--- config.mk ---
export PLATFORM = sky130hd
export DESIGN_NAME = ddr3_request_arbiter
export DESIGN_NICKNAME = d
export VERILOG_FILES = /design/src/rtl/ddr3_pkg.sv /design/src/rtl/ddr3_tag_fifo.sv /design/src/rtl/ddr3_request_arbiter.sv
export SDC_FILE = /design/constraint.sdc
export NUM_CORES = 1
export LEC_CHECK = 0
export ABC_AREA = 1
export CORE_ASPECT_RATIO = 0.6
export CORE_UTILIZATION = 42
export DETAILED_ROUTE_END_ITERATION = 7
export HOLD_SLACK_MARGIN = 0.1
export MAX_ROUTING_LAYER = met4
export PLACE_DENSITY = 0.86
export SYNTH_ARGS = -nofsm -noshare
export SYNTH_HDL_FRONTEND = slang
export SYNTH_SLANG_ARGS = --single-unit
--- constraint.sdc ---
create_clock -name clk -period 2.7 [get_ports clk]
set_clock_uncertainty 0.15 [all_clocks]
set_input_delay 0.27 -clock clk [delete_from_list [all_inputs] [get_ports clk]]
set_output_delay 0.27 -clock clk [all_outputs]
set_load 0.05 [all_outputs]
--- src/rtl/ddr3_pkg.sv ---
// ddr3_pkg
//   Shared definitions for the DDR3 user-side front end: default width
//   constants, arbiter FSM state encoding, port-index type for the default
//   port count and a helper that sizes index fields.
//   No ports (package).
package ddr3_pkg;

   localparam int unsigned DEFAULT_ADDRESS_BITWIDTH      = 15;
   localparam int unsigned DEFAULT_BANK_ADDRESS_BITWIDTH = 3;
   localparam int unsigned DEFAULT_DQ_BITWIDTH           = 16;
   localparam int unsigned DEFAULT_NUM_PORTS             = 4;

   // Index width that stays at least one bit wide for tiny counts.
   function automatic int unsigned idx_width(input int unsigned n);
      return (n > 1) ? $clog2(n) : 1;
   endfunction

   typedef logic [$clog2(DEFAULT_NUM_PORTS)-1:0] port_idx_t;

   typedef enum logic [1:0] {
      IDLE  = 2'd0,
      ISSUE = 2'd1,
      WAIT  = 2'd2
   } arb_state_t;

endpackage

--- src/rtl/ddr3_tag_fifo.sv ---
// ddr3_tag_fifo
//   Synchronous FIFO holding the port index of every outstanding read, so
//   returned data can be routed back in issue order. DEPTH must be a power
//   of two, at least 2. Push and pop in the same cycle are both honoured.
//   Ports:
//     clk, resetn      clock, asynchronous active-low reset
//     push, push_data  enqueue a tag
//     pop              dequeue the head tag (ignored when empty)
//     head             tag at the head of the queue
//     full, empty      occupancy flags
module ddr3_tag_fifo #(
   parameter int unsigned WIDTH = 2,
   parameter int unsigned DEPTH = 4
) (
   input  logic             clk,
   input  logic             resetn,
   input  logic             push,
   input  logic [WIDTH-1:0] push_data,
   input  logic             pop,
   output logic [WIDTH-1:0] head,
   output logic             full,
   output logic             empty
);

   localparam int unsigned PW = $clog2(DEPTH);
   localparam logic [PW:0] FULL_COUNT = (PW+1)'(DEPTH);

   logic [WIDTH-1:0] mem [DEPTH];
   logic [PW-1:0]    rd_ptr;
   logic [PW-1:0]    wr_ptr;
   logic [PW:0]      count;
   logic             do_push;
   logic             do_pop;

   assign empty   = (count == '0);
   assign full    = (count == FULL_COUNT);
   assign do_pop  = pop && !empty;
   assign do_push = push && (!full || do_pop);
   assign head    = mem[rd_ptr];

   always_ff @(posedge clk) begin
      if (do_push) begin
         mem[wr_ptr] <= push_data;
      end
   end

   always_ff @(posedge clk or negedge resetn) begin
      if (!resetn) begin
         rd_ptr <= '0;
         wr_ptr <= '0;
         count  <= '0;
      end else begin
         if (do_push) begin
            wr_ptr <= wr_ptr + 1'b1;
         end
         if (do_pop) begin
            rd_ptr <= rd_ptr + 1'b1;
         end
         case ({do_push, do_pop})
            2'b10:   count <= count + 1'b1;
            2'b01:   count <= count - 1'b1;
            default: count <= count;
         endcase
      end
   end

endmodule

--- src/rtl/ddr3_request_arbiter.sv ---
// ddr3_request_arbiter
//   Round-robin front end that funnels single-beat read/write requests from
//   NUM_PORTS clients onto the ddr3_memory_controller user interface, one
//   command at a time, and steers returned read data back to the issuing
//   port through an in-order tag FIFO. All outputs are registered.
//   Optional build macro: DDR_ARB_WRITE_PRIORITY_EN -- eligible writes beat
//   eligible reads; round-robin applies within the winning class.
//   Ports:
//     clk, resetn            clock, asynchronous active-low reset
//     p_req/p_we             per-port request and direction (1 = write)
//     p_addr/p_wdata         flattened per-port address and write data
//     p_gnt                  one-cycle grant pulse
//     p_rvalid/p_rdata       one-cycle read-return pulse and shared data
//     write_enable/read_enable, i_user_data_address, i_user_data
//                            controller command interface
//     ctrl_ready             controller can accept a command
//     o_user_data/ctrl_rdata_valid  controller read return
//     err_orphan             sticky: read data arrived with no tag queued
module ddr3_request_arbiter
   import ddr3_pkg::*;
#(
   parameter int unsigned NUM_PORTS             = DEFAULT_NUM_PORTS,
   parameter int unsigned ADDRESS_BITWIDTH      = DEFAULT_ADDRESS_BITWIDTH,
   parameter int unsigned BANK_ADDRESS_BITWIDTH = DEFAULT_BANK_ADDRESS_BITWIDTH,
   parameter int unsigned DQ_BITWIDTH           = DEFAULT_DQ_BITWIDTH,
   parameter int unsigned TAG_DEPTH             = 4
) (
   input  logic                                                 clk,
   input  logic                                                 resetn,
   input  logic [NUM_PORTS-1:0]                                 p_req,
   input  logic [NUM_PORTS-1:0]                                 p_we,
   input  logic [NUM_PORTS*(BANK_ADDRESS_BITWIDTH+ADDRESS_BITWIDTH)-1:0] p_addr,
   input  logic [NUM_PORTS*DQ_BITWIDTH-1:0]                     p_wdata,
   output logic [NUM_PORTS-1:0]                                 p_gnt,
   output logic [NUM_PORTS-1:0]                                 p_rvalid,
   output logic [DQ_BITWIDTH-1:0]                               p_rdata,
   output logic                                                 write_enable,
   output logic                                                 read_enable,
   output logic [BANK_ADDRESS_BITWIDTH+ADDRESS_BITWIDTH-1:0]    i_user_data_address,
   output logic [DQ_BITWIDTH-1:0]                               i_user_data,
   input  logic                                                 ctrl_ready,
   input  logic [DQ_BITWIDTH-1:0]                               o_user_data,
   input  logic                                                 ctrl_rdata_valid,
   output logic                                                 err_orphan
);

   localparam int unsigned AW = BANK_ADDRESS_BITWIDTH + ADDRESS_BITWIDTH;
   localparam int unsigned IW = idx_width(NUM_PORTS);

   arb_state_t           state, state_n;
   logic [IW-1:0]        ptr, ptr_n;
   logic [IW-1:0]        win, win_n;
   logic [IW-1:0]        pick;
   logic [NUM_PORTS-1:0] gnt_n;
   logic                 we_n, re_n;
   logic [AW-1:0]        addr_n;
   logic [DQ_BITWIDTH-1:0] data_n;
   logic [NUM_PORTS-1:0] eligible;
   logic [NUM_PORTS-1:0] cand;
   logic                 tag_push;
   logic                 tag_full;
   logic                 tag_empty;
   logic [IW-1:0]        tag_head;

   // First set bit of mask searching upward from the port after last.
   // Scanning from the far end and overwriting leaves the nearest hit.
   function automatic logic [IW-1:0] rr_pick(input logic [NUM_PORTS-1:0] mask,
                                             input logic [IW-1:0]        last);
      logic [IW-1:0] sel;
      int unsigned   idx;
      sel = last;
      for (int unsigned i = 0; i < NUM_PORTS; i++) begin
         idx = (32'(last) + (NUM_PORTS - i)) % NUM_PORTS;
         if (mask[IW'(idx)]) begin
            sel = IW'(idx);
         end
      end
      return sel;
   endfunction

   // Reads need a free tag slot; writes are always eligible.
   assign eligible = p_req & (p_we | {NUM_PORTS{!tag_full}});

`ifdef DDR_ARB_WRITE_PRIORITY_EN
   logic [NUM_PORTS-1:0] wr_eligible;
   assign wr_eligible = eligible & p_we;
   assign cand        = (|wr_eligible) ? wr_eligible : eligible;
`else
   assign cand = eligible;
`endif

   assign pick     = rr_pick(cand, ptr);
   assign tag_push = (state == ISSUE) && read_enable;

   always_comb begin
      state_n = state;
      ptr_n   = ptr;
      win_n   = win;
      gnt_n   = '0;
      we_n    = 1'b0;
      re_n    = 1'b0;
      addr_n  = i_user_data_address;
      data_n  = i_user_data;
      case (state)
         IDLE: begin
            // Command outputs are loaded here so they are already
            // registered for the single ISSUE cycle.
            if ((|cand) && ctrl_ready) begin
               win_n        = pick;
               gnt_n[pick]  = 1'b1;
               we_n         = p_we[pick];
               re_n         = !p_we[pick];
               addr_n       = p_addr[32'(pick)*AW +: AW];
               data_n       = p_wdata[32'(pick)*DQ_BITWIDTH +: DQ_BITWIDTH];
               state_n      = ISSUE;
            end
         end
         ISSUE: begin
            ptr_n   = win;
            state_n = WAIT;
         end
         WAIT: begin
            if (ctrl_ready) begin
               state_n = IDLE;
            end
         end
         default: state_n = IDLE;
      endcase
   end

   always_ff @(posedge clk or negedge resetn) begin
      if (!resetn) begin
         state               <= IDLE;
         ptr                 <= IW'(NUM_PORTS - 1);
         win                 <= '0;
         p_gnt               <= '0;
         write_enable        <= 1'b0;
         read_enable         <= 1'b0;
         i_user_data_address <= '0;
         i_user_data         <= '0;
      end else begin
         state               <= state_n;
         ptr                 <= ptr_n;
         win                 <= win_n;
         p_gnt               <= gnt_n;
         write_enable        <= we_n;
         read_enable         <= re_n;
         i_user_data_address <= addr_n;
         i_user_data         <= data_n;
      end
   end

   always_ff @(posedge clk or negedge resetn) begin
      if (!resetn) begin
         p_rvalid   <= '0;
         p_rdata    <= '0;
         err_orphan <= 1'b0;
      end else begin
         p_rvalid <= '0;
         if (ctrl_rdata_valid) begin
            if (tag_empty) begin
               err_orphan <= 1'b1;
            end else begin
               p_rvalid[tag_head] <= 1'b1;
               p_rdata            <= o_user_data;
            end
         end
      end
   end

   ddr3_tag_fifo #(
      .WIDTH (IW),
      .DEPTH (TAG_DEPTH)
   ) u_tag_fifo (
      .clk       (clk),
      .resetn    (resetn),
      .push      (tag_push),
      .push_data (win),
      .pop       (ctrl_rdata_valid),
      .head      (tag_head),
      .full      (tag_full),
      .empty     (tag_empty)
   );

endmodule

==> metrics.txt <==
overall overflow remaining after global route=0; internal power summed over all cells=0.00461 W; highest-count cells in the layout ignoring fill and taps=nand2_1 (293), clkdlybuf4s50_1 (223), nand3_1 (158); DRC viols=0; maximum operating frequency=just over 400 MHz; TritonCTS clock tree=yes; cell area after technology mapping=about 4700 sq um; number of I/O pins=225; Cell variety after synth=32; met2 Use GR=44.0%; die height=around 84 um; initial antenna violation count=0; result of the run=finished, final reports clean; relative contribution of sequential cells to total power=roughly a fifth; DRC marker count from the first detailed-route iteration=approximately 270; die span in x=between 100 and 150 um; clk_lat worst skew=340 ps; number of enable-type register cells in the synthesized netlist=8; top-area cell type share of the netlist area=a little under two fifths; biggest area consumer among synthesized cells=dfrtp_1; post-synthesis to final-layout area growth=55.2%; starting density of the core=44.1%; die outline area=roughly 12000 sq um; data arrival at the endpoint of the critical path=2540 ps; global-route track usage on met1=between 30% and 40%; Final Power=approximately 0.0099 W; Final #Nets=1038; Clk pin slew, worst setup/hold paths=70 ps; WL per Instance=around 15 um; largest fanout on the critical path=67; unrepaired setup endpoints after global routing=false; peak ir drop on the vdd network=between 0.0007 and 0.0008 V; number of input and output port buffers inserted=between 200 and 250; share of final-layout standard cells stronger than drive strength 1=~5.8%; met3 demand-to-capacity share in global routing=under 10%; power density cells=1340 nW/um^2; most common library cell in the layout ignoring fill and taps=nand2_1; vias in the first global route=around 4900; DP HPWL=approximately 11 mm; portion of the clock cycle consumed by the worst path in the final layout=between 90% and 100%; Root Buffer=clkbuf_16; critical path required time=2770 ps; setup TNS=0 ps; floorplan row count=29; total clock buffers created by CTS=9; Post-Syn Nets=between 800 and 900; Syn Area/Cell=7.21 sq um; Min-Delay Path Class=input port to flip-flop; drt via density=between 5 and 6; clock network fraction of design power=12.4%; core outline area=10800 sq um; total leakage power=3.53 nW; synthesized instance count=between 600 and 700; Vias=approximately 5100; Routability Congestion=roughly 0.91; wire length of the first global-routing pass=24.8 mm; Diodes inserted=0; Yosys warning total=0; cell types with the largest area share after synthesis=dfrtp_1 (38%), nand2_1 (23%), nand3_1 (17%), edfxtp_1 (5.1%), buf_2 (2.1%); number of failing hold endpoints at the final stage=0; Gates resized, CTS repair=0; remaining antenna violation count=0; Tightest Pin Transition=between 900 and 1000 ps; Sinks on Clock Net=82; minimum period implied by the final worst setup slack=roughly 2500 ps; number of max-cap violations=0; portion of the post-synthesis area used by sequential elements=approximately 44%; GR peak layer=met2; proportion of register bits with asynchronous set or reset after synthesis=about nine tenths; Max clock buf depth=2; remaining max-slew budget at the tightest pin=a little over a third; maximum number of pins on one net before global-route repair=75; switching share of total power=a little over half; overall fraction of global-route tracks in use=between 20% and 30%; leading register cell type out of synthesis=dfrtp_1; type of destination of the critical path=flip-flop; number of pins exceeding their max-slew limit in the final report=0; CP Class=flip-flop to flip-flop; Comb pwr share=between 60% and 70%; Psw=0.00529 W; 1st-pass router iterations=5; H-tree lvl count=3; Finish-stage setup viols=0; kind of start point of the critical path=flip-flop; flops & latches, synth=82; final wirelength=about 15 mm
-- path summary, 6_finish.rpt --
| kind | from | to | slack [ps] | cells after the start |
|---|---|---|---|---|
| min in group asynchronous | resetn | i_user_data[0] | 470 | 2 |
| min | o_user_data[6] | p_rdata[6] | 320 | 3 |
| max | ptr[0] | write_enable | 230 | 14 |
| min reg2reg | p_rdata[10] | p_rdata[10] | 330 | 2 |
| max reg2reg | ptr[0] | write_enable | 230 | 14 |
| max in group asynchronous | resetn | state[1] | 1290 | 2 |
-- per-stage QoR --
step           worst slack (ps)  std cells  utilization, %  hold slack, ps  instance area, sq um
4_1_cts                     258       1012            68.4             304                  7370
6_report                    229       1012            68.4             317                  7370
3_5_place_dp                214        995            65.5             305                  7050
2_1_floorplan               323        659               -            -176                  4750
5_1_grt                    53.0       1012            68.4             301                  7370
3_3_place_gp                253        995            65.5             305                  7050
-- power groups by stage --
| stage | Sequential (W) | Clock (W) | Combinational (W) |
|---|---|---|---|
| finish | 0.00210 | 0.00123 | 0.00657 |
| global placement | 0.00209 | 0 | 0.00649 |
| detailed placement | 0.00210 | 0 | 0.00658 |
| CTS | 0.00210 | 0.00126 | 0.00660 |
| floorplan | 0.00334 | 0 | 0.00359 |
| global route | 0.00215 | 0.00132 | 0.00722 |
-- logic make-up after synthesis --
group	count (synthesis)	synth area share, %
AND/OR/NAND/NOR	485	44.4
flip-flops	82	44.1
AO/OA/AOI/OAI	14	1.71
buffers and inverters	68	7.33
XOR/XNOR	4	0.738
adder cells (fa/ha/maj)	6	1.74
-- final cells by class --
type	count	area, sq um
sequential	82	2090
fill	935	3410
inverter	28	105
clock inverter	5	41.3
multi-input combinational	509	2310
timing repair buffer	238	2380
tap	139	174
clock buffer	11	264
-- repair_timing --
item                       4_1_cts  5_1_grt
hold endpoints to repair        72        0
setup endpoints to repair        0        0
hold buffers                     1        0
buffers inserted                 0        0
-- flip-flops by register name, summed over array words and instances, names as in the netlist, 3 cells and up --
name                 flops
p_rdata                 16
u_tag_fifo.count         3
p_gnt                    4
p_rvalid                 4
i_user_data_address     18
i_user_data             16
u_tag_fifo.mem           8
-- worst max-delay path, stage by stage, from the launching register on --
cell	delay [ps]
dfstp_2	640
nor2_1	110
nor2_2	190
inv_2	60
nand2_1	100
nand2_1	70
inv_2	90
nand2_2	70
nand2_4	140
buf_12	300
nand3_1	120
nand2_1	90
nand2_1	60
nand2_1	80
nor2_1	40
-- routing by layer --
layer / up-vias / wire length [um]
met2: 222 / 7070
met4: 0 / 104
li1: 2534 / -
met5: - / 0
met3: 9 / 1350
met1: 2353 / 6880
-- cell usage after synthesis (all sizes together), types with 2 or more instances --
master and instances:
a21oi 5, buf 31, clkbuf 9, dfrtp 72
dfstp 2, edfxtp 8, ha 5, inv 28
nand2 298, nand3 162, nor2 22, nor3 2
o21ai 5, xor2 3
Note: power is estimated with default switching activity, not from simulation.
==> edit 1 (same settings) <==
Make the reset (`resetn`) synchronous in 3 clocked blocks. Comments in the files are not updated.
--- a/src/rtl/ddr3_tag_fifo.sv
+++ b/src/rtl/ddr3_tag_fifo.sv
@@ -44,7 +44,7 @@
       end
    end
 
-   always_ff @(posedge clk or negedge resetn) begin
+   always_ff @(posedge clk) begin
       if (!resetn) begin
          rd_ptr <= '0;
          wr_ptr <= '0;
--- a/src/rtl/ddr3_request_arbiter.sv
+++ b/src/rtl/ddr3_request_arbiter.sv
@@ -128,7 +128,7 @@
       endcase
    end
 
-   always_ff @(posedge clk or negedge resetn) begin
+   always_ff @(posedge clk) begin
       if (!resetn) begin
          state               <= IDLE;
          ptr                 <= IW'(NUM_PORTS - 1);
@@ -150,7 +150,7 @@
       end
    end
 
-   always_ff @(posedge clk or negedge resetn) begin
+   always_ff @(posedge clk) begin
       if (!resetn) begin
          p_rvalid   <= '0;
          p_rdata    <= '0;
Behaviour: differs if resetn is asserted again (counterexample within 4 cycles, from zero or initial values and one cycle with resetn low); with resetn held inactive, the same outputs for 4 cycles.
==> edit 1 against the original RTL <==
Routed wire length shrank 6.6%; utilization rose by 0.51 points; worst setup slack improved by 0.075 ns; count of clock-buffer cells in the layout is 2 lower; area after synthesis increased by 0.55%; final area is 1.1% higher; via count grew 7.5%; critical path type unchanged; sequential cell count rose by 2.
Power is not compared: it rests on default switching activity, and its combinational part moved more than twofold at a synthesized area within 25%.
==> edit 1: results <==
group,metric,value,unit
run_status,status,"finished clean",
critical_path,cpMaxStageDelayCell,"dfxtp_1",
critical_path,cp_data_arrival_time,2.53,ns
layout,utilization,0.689,
layout,fill_cells,953,
detailed_routing,wl_met3,1280,um
global_route,grt_pass1_wl,23900,um
detailed_routing,wire_per_inst,12.7,um
clocking,cts_resized,0,
synthesis,synth_commonest_cells,"nand2_1, nand3_1, nor2_1",
critical_path,path_class,"flop to flop",
layout,drive_gt1_frac,0.0494,
global_route,antenna_found_initial,0,
clocking,clk_latency,0.33,ns
global_route,grt_util_met2,0.423,
critical_path,reg2reg_depth,15,
layout,signal_buffers,243,
clocking,path_clk_slew,0.07,ns
timing,post-route-min-period,2.40,ns
clocking,post_cts_buffers,0,
critical_path,cp_max_fo,42,
global_route,grt_pass1_vias,5108,
critical_path,r2r_slack,0.30,ns
detailed_routing,drt_iter0_markers,409,
layout,buf_share,0.327,
layout,n_all_inverters,63,
synthesis,yosysUniqueCellTypes,30,
layout,clkbuf_count,9,
layout,regArea,0.00176,mm2
place,placed_area,0.00715,mm2
synthesis,synth_ff_type,"dfxtp_1",
critical_path,cpPeakStageDelay,0.52,ns
layout,clock_area_frac,0.0408,
layout,finalNetCount,1157,
detailed_routing,wl_met1,6570,um
critical_path,crit_path_start,"ptr[0]",
detailed_routing,dr.max_layer_used,"met4",
global_route,gr-usage-met3,0.0747,
global_route,grt.met1_usage,0.318,
layout,num-multi-input-gates,586,
global_route,grt_use_total,0.258,
clocking,clockRootBuffer,"clkbuf_16",
min_path,min_path_type,"flop to flop",
synthesis,synthArstFlopShare,0,
place,gp_congestion,0.944,
timing,worstMarginPinSlew,0.544,ns
place,post-place-ws,0.188,ns
synthesis,synthCells,780,
layout,multi_input_area_share,0.340,
detailed_routing,vias,5501,
place,dpl.hpwl,10600,um
synthesis,ys_seq_area_frac,0.369,
detailed_routing,avgViaCountPerCell,4.86,
critical_path,worstReg2RegEnd,"i_user_data_address[7]",
synthesis,syn_nets,950,
detailed_routing,wl_met2,6460,um
synthesis,synth-seq-cells,84,
synthesis,synth_area_leaders,"dfxtp_1, nand2_1, nand3_1",
global_route,grt_max_degree,43,
place,placed_cells,1115,
==> edit 1: worst min path at each step <==
stage                          from                   end  cells past startpoint  slack (ns)
5_1_grt        u_tag_fifo.rd_ptr[1]                  flop                      2        0.35
3_5_place_dp   u_tag_fifo.rd_ptr[1]  u_tag_fifo.rd_ptr[1]                      2        0.30
6_report       u_tag_fifo.rd_ptr[1]  u_tag_fifo.rd_ptr[1]                      2        0.31
4_1_cts        u_tag_fifo.rd_ptr[1]  u_tag_fifo.rd_ptr[1]                      2        0.31
2_1_floorplan        o_user_data[0]            p_rdata[0]                      2        0.25
3_3_place_gp             err_orphan            err_orphan                      1        0.30
==> edit 1: cell families (layout without fill, tap and decap cells) <==
kind of cell             Yosys count  after routing  synth area share
adder cells (fa/ha/maj)            6              6            0.0173
flip-flops                        84             84             0.369
buffers and inverters            110            322            0.0998
AO/OA/AOI/OAI                     46             46            0.0519
AND/OR/NAND/NOR                  533            533             0.460
XOR/XNOR                           1              1           0.00183
==> edit 1: power groups by stage <==
| stage | registers [mW] | logic, mW | clock network [mW] |
|---|---|---|---|
| floorplan | 1.73 | 0.904 | 0 |
| CTS | 1.42 | 1.83 | 1.25 |
| global route | 1.43 | 2.02 | 1.30 |
| finish | 1.42 | 1.82 | 1.21 |
| detailed placement | 1.45 | 1.82 | 0 |
| global placement | 1.45 | 1.81 | 0 |
==> edit 1: critical path: cells and delay by family, from the launching register on <==
kind                   cells  cell delay (ns)
DFF                        1             0.52
buffers and inverters      4             0.61
AOI/OAI and AO/OA          1             0.10
and+or+nand+nor           10             0.94
==> edit 1: stage by stage <==
step           power [mW]  hold WS, ns
3_5_place_dp         3.27        0.305
2_1_floorplan        2.64        0.255
5_1_grt              4.75        0.347
6_report             4.45        0.309
4_1_cts              4.51        0.314
3_3_place_gp         3.25        0.298
==> edit 2 (config.mk and constraints unchanged) <==
Without the edit above. Build with the macro `DDR_ARB_WRITE_PRIORITY_EN` defined.
--- a/src/rtl/ddr3_request_arbiter.sv
+++ b/src/rtl/ddr3_request_arbiter.sv
@@ -16,6 +16,8 @@
 //     ctrl_ready             controller can accept a command
 //     o_user_data/ctrl_rdata_valid  controller read return
 //     err_orphan             sticky: read data arrived with no tag queued
+`define DDR_ARB_WRITE_PRIORITY_EN
+
 module ddr3_request_arbiter
    import ddr3_pkg::*;
 #(
Function: changed (a bounded check fails within 4 cycles, from zero or initial values and one cycle with resetn low).
==> edit 2 against the original RTL <==
Sequential cell count stayed put; largest power group unchanged; combinational power grew 4.0%; area after synthesis up 7.0%; power grew 2.7%; final area increased by 8.3%; worst setup slack worse by 0.012 ns; utilization rose by 0.86 points; routed wire length up 6.9%; cell count up 13%.
==> edit 2: results <==
group,metric,value,unit
run_status,status,"finished clean",
synthesis,synthArstFlopShare,0.902,
layout,finalNetCount,1144,
place,numPortBuffers,224,
synthesis,synth_commonest_cells,"nand2_1, nor2_1, dfrtp_1",
synthesis,yosysUniqueCellTypes,35,
global_route,gr-usage-met3,0.0698,
min_path,hold_start,"o_user_data[3]",
timing,whs,0.323,ns
global_route,grt.met1_usage,0.334,
global_route,grt_max_degree,75,
critical_path,cpPeakStageDelay,0.46,ns
global_route,grt_util_met2,0.451,
critical_path,cp_max_fo,27,
timing,worstMarginPinSlew,0.987,ns
place,gp_congestion,0.933,
synthesis,synthCells,743,
critical_path,cpMaxStageDelayCell,"clkdlybuf4s50_1",
power_and_ir_drop,vdd_drop_max,777,uV
global_route,antenna_found_initial,0,
critical_path,reg2reg_depth,16,
critical_path,r2r_slack,0.23,ns
place,placed_area,0.00766,mm2
global_route,grt_use_total,0.271,
detailed_routing,wire_per_inst,14.4,um
min_path,min_to,"p_rdata[3]",
critical_path,worstReg2RegEnd,"i_user_data[4]",
synthesis,syn_nets,912,
synthesis,ys_seq_area_frac,0.412,
place,dpl.hpwl,12300,um
synthesis,synth_area_leaders,"dfrtp_1, nand2_1, nor2_1",
synthesis,ys_warn_count,0,
place,post-place-ws,-0.0905,ns
global_route,grt_pass1_wl,25000,um
detailed_routing,vias,5404,
critical_path,crit_path_start,"p_req[1]",
detailed_routing,drt_iter0_markers,229,
power_and_ir_drop,p_leak,3.97,nW
global_route,grt_pass1_vias,5018,
layout,drive_gt1_frac,0.105,
clocking,path_clk_slew,0.08,ns
layout,largestRegisters,"i_user_data_address x18, i_user_data x16, p_rdata x16",
critical_path,cp_data_arrival_time,2.56,ns
detailed_routing,wl,16500,um
[edit 2: changes by cell type after synthesis, sizes merged, moves of 2 or more]
cell and change:
a21boi +2, buf -13, clkbuf +2, inv +36, nand2 +52, nand3 -139
nand3b +34, nor2 +73, o21ai +4, or2 +34
[edit 2: kinds of logic (layout without fill, tap and decap cells)]
| kind of cell | count (synthesis) | in the layout | synth area share |
|---|---|---|---|
| adders and majority gates | 5 | 5 | 0.0138 |
| buffers and inverters | 93 | 330 | 0.0815 |
| DFF | 82 | 82 | 0.412 |
| xor gates and xnor gates | 4 | 4 | 0.00689 |
| AOI/OAI and AO/OA | 20 | 20 | 0.0241 |
| and+or+nand+nor | 539 | 539 | 0.461 |
[edit 2: power breakdown]
part,internal (mW),switching [mW]
clock,0.661,0.590
sequential,1.76,0.321
combinational,2.52,4.31
total,4.94,5.22
[edit 2: worst max-delay path by stage]
stage	slack, ns	endpoint	cells past startpoint
after detailed placement	-0.09	i_user_data[4]	18
final	0.22	i_user_data[4]	18
after global routing	0.02	i_user_data[4]	18
after CTS	0.24	i_user_data[4]	18
after floorplan	0.44	u_tag_fifo.count[2]	8
after global placement	-0.04	read_enable	17
[edit 2: final cells by class]
type	count	area, um2	area share
clock buffers	9	225	0.0282
well taps	160	200	0.0251
repair buffers	250	2560	0.321
inverters	64	240	0.0301
flip-flops and latches	82	2090	0.263
multi-input cells	568	2570	0.323
clock inverters	7	81.3	0.0102
[edit 2: what timing repair did]
| action | 4_1_cts | 5_1_grt |
|---|---|---|
| endpoints found under the hold margin | 72 | 0 |
| hold buffers | 1 | 0 |
| setup buffers | 0 | 0 |
[edit 2: routing by layer]
metal | vias to the layer above | share of wire
met5 | - | 0
met4 | 0 | 0.0098
met3 | 16 | 0.089
met2 | 224 | 0.47
met1 | 2451 | 0.43
li1 | 2713 | -
[edit 2: worst register-to-register path, cell delays in order (launching register included)]
cell	delay (ns)
dfstp_2	0.65
inv_2	0.12
nor2_1	0.13
nor2_2	0.08
inv_1	0.08
nand3_1	0.09
nand2_1	0.09
nand3_2	0.10
nand2_2	0.09
nand2_4	0.06
nand2_2	0.18
inv_2	0.09
buf_12	0.17
nand2_1	0.09
nand2_1	0.06
nor2_1	0.09
nor2_1	0.06
